===== config.mk =====
export PLATFORM = sky130hd
export DESIGN_NAME = intpol2_sink_ctrl
export DESIGN_NICKNAME = d
export VERILOG_FILES = /design/src/rtl/intpol2_pkg.sv /design/src/rtl/intpol2_sink_wr_stage.sv /design/src/rtl/intpol2_sink_ctrl.sv
export SDC_FILE = /design/constraint.sdc
export NUM_CORES = 1
export LEC_CHECK = 0
export CAP_MARGIN = 5
export CORE_ASPECT_RATIO = 0.6
export CORE_MARGIN = 2
export CORE_UTILIZATION = 52
export CTS_CLUSTER_SIZE = 12
export DETAILED_ROUTE_END_ITERATION = 10
export PLACE_DENSITY = 0.81
export SETUP_SLACK_MARGIN = 0.3
export SLEW_MARGIN = 20
export SYNTH_ARGS = -nofsm -noshare
export SYNTH_HDL_FRONTEND = slang
export SYNTH_SLANG_ARGS = --single-unit

===== constraint.sdc =====
create_clock -name clk -period 4.3 [get_ports clk]
set_clock_uncertainty 0.2 [all_clocks]
set_input_delay 0.43 -clock clk [delete_from_list [all_inputs] [get_ports clk]]
set_output_delay 0.43 -clock clk [all_outputs]
set_load 0.05 [all_outputs]

===== src/rtl/intpol2_pkg.sv =====
// rtl/intpol2_pkg.sv - shared constants and state encoding for the intpol2 output side
package intpol2_pkg;

  localparam int unsigned INTPOL2_ADDR_WIDTH = 20;
  localparam int unsigned INTPOL2_DATA_WIDTH = 12;

  localparam logic [1:0] IDLE  = 2'd0;
  localparam logic [1:0] RUN   = 2'd1;
  localparam logic [1:0] FLUSH = 2'd2;
  localparam logic [1:0] DONE  = 2'd3;

  typedef enum logic [1:0] {
    ST_IDLE  = IDLE,
    ST_RUN   = RUN,
    ST_FLUSH = FLUSH,
    ST_DONE  = DONE
  } sink_state_e;

endpackage


===== src/rtl/intpol2_sink_wr_stage.sv =====
// rtl/intpol2_sink_wr_stage.sv - two-stage read-to-write pipeline feeding the Y memories
module intpol2_sink_wr_stage
  import intpol2_pkg::*;
#(
  parameter int ADDR_WIDTH = INTPOL2_ADDR_WIDTH,
  parameter int DATA_WIDTH = INTPOL2_DATA_WIDTH
) (
  input  logic                  clk,
  input  logic                  rstn,
  input  logic                  clear_i,
  input  logic                  re_i,
  input  logic [DATA_WIDTH-1:0] data_I_i,
  input  logic [DATA_WIDTH-1:0] data_Q_i,
  output logic                  we_o,
  output logic [ADDR_WIDTH-1:0] addr_o,
  output logic [DATA_WIDTH-1:0] data_I_o,
  output logic [DATA_WIDTH-1:0] data_Q_o,
  output logic [ADDR_WIDTH-1:0] wr_cnt_o,
  output logic [ADDR_WIDTH-1:0] wr_next_o,
  output logic                  pending_o
);

  // valid_q marks the cycle the FIFO read data is on the bus; we_q is the write cycle
  logic                  valid_q;
  logic                  we_q;
  logic [ADDR_WIDTH-1:0] wr_cnt_q;
  logic [DATA_WIDTH-1:0] data_I_q;
  logic [DATA_WIDTH-1:0] data_Q_q;

  // Capture FIFO data when valid, advance the write address after every write
  always_ff @(posedge clk or negedge rstn) begin
    if (!rstn) begin
      valid_q  <= 1'b0;
      we_q     <= 1'b0;
      wr_cnt_q <= '0;
      data_I_q <= '0;
      data_Q_q <= '0;
    end else begin
      valid_q <= re_i;
      we_q    <= valid_q;
      if (valid_q) begin
        data_I_q <= data_I_i;
        data_Q_q <= data_Q_i;
      end
      if (clear_i) begin
        wr_cnt_q <= '0;
      end else if (we_q) begin
        wr_cnt_q <= wr_cnt_q + ADDR_WIDTH'(1);
      end
    end
  end

  assign we_o      = we_q;
  assign addr_o    = wr_cnt_q;
  assign data_I_o  = data_I_q;
  assign data_Q_o  = data_Q_q;
  assign wr_cnt_o  = wr_cnt_q;
  // Write count as it will be after the current cycle, so completion is seen one cycle earlier
  assign wr_next_o = wr_cnt_q + {{(ADDR_WIDTH-1){1'b0}}, we_q};
  assign pending_o = valid_q;

endmodule


===== src/rtl/intpol2_sink_ctrl.sv =====
// rtl/intpol2_sink_ctrl.sv - drains the I/Q output FIFOs into the Y sample memories
module intpol2_sink_ctrl
  import intpol2_pkg::*;
#(
  parameter int ADDR_WIDTH = INTPOL2_ADDR_WIDTH,
  parameter int DATA_WIDTH = INTPOL2_DATA_WIDTH
) (
  input  logic                  clk,
  input  logic                  rstn,
  input  logic                  start_i,
  input  logic                  stall_i,
  input  logic [ADDR_WIDTH-1:0] len_i,
  input  logic                  Empty_i,
  input  logic [DATA_WIDTH-1:0] data_I_i,
  input  logic [DATA_WIDTH-1:0] data_Q_i,
  output logic                  Read_Enable_o,
  output logic                  Write_Enable_o,
  output logic [ADDR_WIDTH-1:0] addr_o,
  output logic [DATA_WIDTH-1:0] data_I_o,
  output logic [DATA_WIDTH-1:0] data_Q_o,
  output logic                  busy_o,
  output logic                  done_o,
  output logic [ADDR_WIDTH-1:0] count_o
);

  sink_state_e           state_q, state_d;
  logic [ADDR_WIDTH-1:0] len_q, len_d;
  logic [ADDR_WIDTH-1:0] rd_cnt_q, rd_cnt_d;
  logic                  re;
  logic                  start_accept;
  logic [ADDR_WIDTH-1:0] wr_cnt;
  logic [ADDR_WIDTH-1:0] wr_next;
  logic                  pending;

  // State, programmed length and issued-read count
  always_ff @(posedge clk or negedge rstn) begin
    if (!rstn) begin
      state_q  <= ST_IDLE;
      len_q    <= '0;
      rd_cnt_q <= '0;
    end else begin
      state_q  <= state_d;
      len_q    <= len_d;
      rd_cnt_q <= rd_cnt_d;
    end
  end

  // Next state, read strobe and start acceptance
  always_comb begin
    state_d      = state_q;
    len_d        = len_q;
    rd_cnt_d     = rd_cnt_q;
    re           = 1'b0;
    start_accept = 1'b0;
    unique case (state_q)
      ST_IDLE, ST_DONE: begin
        if (start_i) begin
          start_accept = 1'b1;
          len_d        = len_i;
          rd_cnt_d     = '0;
          state_d      = (len_i == '0) ? ST_DONE : ST_RUN;
        end else if (state_q == ST_DONE) begin
          state_d = ST_IDLE;
        end
      end
      ST_RUN: begin
        re = !Empty_i && !stall_i && (rd_cnt_q != len_q);
        if (re) begin
          rd_cnt_d = rd_cnt_q + ADDR_WIDTH'(1);
        end
        if (rd_cnt_d == len_q) begin
          state_d = ST_FLUSH;
        end
      end
      ST_FLUSH: begin
        // The last write is retiring this cycle, so done lands right after it
        if ((wr_next == len_q) && !pending) begin
          state_d = ST_DONE;
        end
      end
      default: state_d = ST_IDLE;
    endcase
  end

  intpol2_sink_wr_stage #(
    .ADDR_WIDTH(ADDR_WIDTH),
    .DATA_WIDTH(DATA_WIDTH)
  ) u_wr_stage (
    .clk      (clk),
    .rstn     (rstn),
    .clear_i  (start_accept),
    .re_i     (re),
    .data_I_i (data_I_i),
    .data_Q_i (data_Q_i),
    .we_o     (Write_Enable_o),
    .addr_o   (addr_o),
    .data_I_o (data_I_o),
    .data_Q_o (data_Q_o),
    .wr_cnt_o (wr_cnt),
    .wr_next_o(wr_next),
    .pending_o(pending)
  );

  assign Read_Enable_o = re;
  assign busy_o        = (state_q == ST_RUN) || (state_q == ST_FLUSH);
  assign done_o        = (state_q == ST_DONE);
  assign count_o       = wr_cnt;

endmodule


==> impl_metrics.toml, run 1 <==
[logic_synthesis]
syn_area_per_cell_sq_um = 9.419
ys.flop_type = "dfrtp_1"
synthTopCellsByCount = "dfrtp_1 (88), nor2_1 (50), mux2_2 (43), nand2_1 (39)"
syn_nets = 651
synth_edf_count = 0
ys_seq_area_share_pct = 39.29
synthTopCellsByArea = "dfrtp_1 (39%), mux2_2 (8.6%), xnor2_1 (5.9%), xor2_1 (4.8%), o21ai_0 (3.4%)"
yosysTopAreaCellShare_pct = 39.29
synthArstFlopShare_pct = 100.0
ys.warnings.count = 0
synth_area_sq_um = 5604
yosysTopAreaCell = "dfrtp_1"
synth_most_common_cell = "dfrtp_1"
synth-seq-cells = 88
synthCells = 595
synth_cell_types = 66

[place]
dpl_cell_area_sq_um = 6694
portBuffers = 116
place_ws_ns = 0.1931
gp_congestion = 0.9708
dp_hpwl_mm = 12.32
placed_cells = 807

[drt]
drc = 0
via_count = 5057
routed_wl_mm = 16.57
wl_per_cell_um = 20.04
postRouteAntennaNets = 0
vias_per_cell = 6.115
dr.first_iter.drc_count = 645
first_pass_iters = 5

[clock_network]
cts_buffer_depth = 2
clk_latency_ns = 0.35
cts_root_buffer = "clkbuf_16"
cts.clk_slew.worst_paths_ns = 0.07
numClockSinks = 88
cts_buffers = 9
cts_tree = "built"
cts_max_level = 3

[final_layout]
drive_gt1_share_pct = 12.65
fin_cells = 827
areaGrowthSynthToFinish_pct = 26.14
multi_input_area_sq_um = 3083
nets = 739
post-route-cell-area_sq_um = 7069
nFillCells = 835
regArea_sq_um = 2202
diodes = 0

[timing]
max_slew.worst_pin.slew_ns = 1.031
setup_violations = 0
fmax_ghz = 0.2624
setup_slack_ns = 0.4890
period_minus_slack_ns = 3.811
drv_slew = 0
hold_viol_final = 0
setup-tns-final_ns = 0
slew_headroom_pct = 31.28
grt_setup_unrepaired = "no"
period_share_pct = 88.63

[grt]
grtUsageTotal_pct = 29.27
grt_pass1_vias = 4997
grt_max_degree = 61
grt_overflow = 0
grt_pass1_wl_mm = 27.10
antenna_found_initial = 0

[power]
peakVddDrop_uv = 609.2
total_power_uw = 4367
leakagePower_uw = 0.002800
power_density_nw_per_um2 = 617.7

[critical_path]
end_kind = "primary output"
crit_chain = "xor2_1, nor4_1, and3_1, nand2_2, nand2_1, nor2_1, clkdlybuf4s50_1"
critical-path-top-delay-family = "simple AND/OR/NAND/NOR gates"
cp_num_buf_inv = 1
crit_slowest_cell = "clkdlybuf4s50_1"
startpoint_type = "register"
critical_path_arrival_ns = 3.18
max_stage_delay_ns = 0.73
crit_fanout = 11
path_class = "reg -> out"
worstPathRequired_ns = 3.67

[die]
die_w_um = 138.0
row_count = 29
die_h_um = 84.42
core_area_sq_um = 10520
start_util_pct = 53.26
io_pins = 117
die-area_sq_um = 11650

[min_path]
min_path_type = "reg -> reg"

[run]
cap_violations = 0

[run_status]
status = "finished, final reports clean"
-- area by class of cell --
cell class              count  share of cell area [%]
clock inverters             6                   1.381
flip-flops and latches     88                   31.15
repair buffers            126                   17.49
multi-input cells         448                   43.61
clock buffers              10                   3.381
well taps                 139                   2.460
inverters                  10                  0.5310
-- path summary, 6_finish.rpt --
kind	startpoint	end	slack, ns	cells past startpoint
worst max-delay path	rd_cnt_q[3]	Read_Enable_o	0.49	7
worst min-delay path	u_wr_stage.data_I_o[9]	u_wr_stage.data_I_o[9]	0.31	1
worst max register to register	u_wr_stage.we_o	state_q[1]	0.56	10
worst min register to register	u_wr_stage.data_I_o[9]	u_wr_stage.data_I_o[9]	0.31	1
max in group asynchronous	rstn	u_wr_stage.addr_o[19]	2.51	3
min in group asynchronous	rstn	u_wr_stage.addr_o[17]	0.50	2
-- placed cells by master, fill, tap and decap left out, drive strengths merged, types with 11 or more instances in the layout --
cell type        n
nor3            24
nor2            50
mux2            43
a21oi           21
nand3           22
xor2            31
or3             11
xnor2           38
nand4           14
o31ai           11
nor4            13
o21ai           40
nand2           40
clkdlybuf4s50  115
inv             13
dfrtp           88
-- flip-flops by register name, indices dropped and copies added (netlist names) --
signal                flops
len_q                    20
rd_cnt_q                 20
u_wr_stage.addr_o        20
u_wr_stage.data_I_o      12
u_wr_stage.data_Q_o      12
state_q                   2
u_wr_stage.pending_o      1
u_wr_stage.we_o           1
-- layer usage --
metal / vias up / GRT usage [%] / part of all wire, % / wire length (um)
met3: 18 / 10.27 / 12 / 2030
li1: 2318 / - / - / -
met5: - / 0 / 0 / 0
met2: 301 / 41.45 / 41 / 6752
met1: 2420 / 43.23 / 46 / 7599
met4: 0 / 6.308 / 1.2 / 191
-- what timing repair did --
action                                  in CTS  in global routing
pin swaps                                    0                  1
endpoints found under the setup margin       2                  3
hold buffers                                 1                  0
setup buffers                                0                  3
hold endpoints to repair                    13                  0
resized for setup                            1                  1
cloned                                       0                  0
-- power breakdown --
group | total (uW) | switching [uW] | internal, uW
Combinational | 2150 | 1300 | 851
Clock | 893 | 357 | 536
Sequential | 1320 | 261 | 1060
Total | 4370 | 1920 | 2450
-- per-stage QoR --
stage          util, %  hold WS [ns]
2_1_floorplan        -      -0.06559
3_3_place_gp     63.61        0.2888
3_5_place_dp     63.61        0.2962
4_1_cts          66.92        0.3100
5_1_grt          67.18        0.3264
6_report         67.18        0.3076
-- worst register-to-register path, delay by kind of cell (launching register included) --
kind                       cells  cell delay, ns
muxes                          1            0.30
and+or+nand+nor                2            0.63
AOI/OAI and AO/OA              6            1.72
adders and majority gates      1            0.25
DFF                            1            0.55
-- logic make-up after synthesis --
| kind of cell | Yosys count | synth area share [%] |
|---|---|---|
| muxes | 49 | 9.712 |
| xor gates and xnor gates | 69 | 10.78 |
| adders and majority gates | 7 | 1.563 |
| buffers and inverters | 59 | 5.804 |
| AOI/OAI and AO/OA | 115 | 13.04 |
| DFF | 88 | 39.29 |
| and+or+nand+nor | 208 | 19.80 |
Note: power is estimated with default switching activity, not from simulation.
==> run 2, diff against run 1 <==
--- a/config.mk
+++ b/config.mk
@@ -11,6 +11,7 @@
 export CORE_UTILIZATION = 52
 export CTS_CLUSTER_SIZE = 12
 export DETAILED_ROUTE_END_ITERATION = 10
+export HOLD_SLACK_MARGIN = 0.08
 export PLACE_DENSITY = 0.81
 export SETUP_SLACK_MARGIN = 0.3
 export SLEW_MARGIN = 20
==> results of run 2 <==
Same layout as run 1: the final DEF is identical, and so are final timing and power.
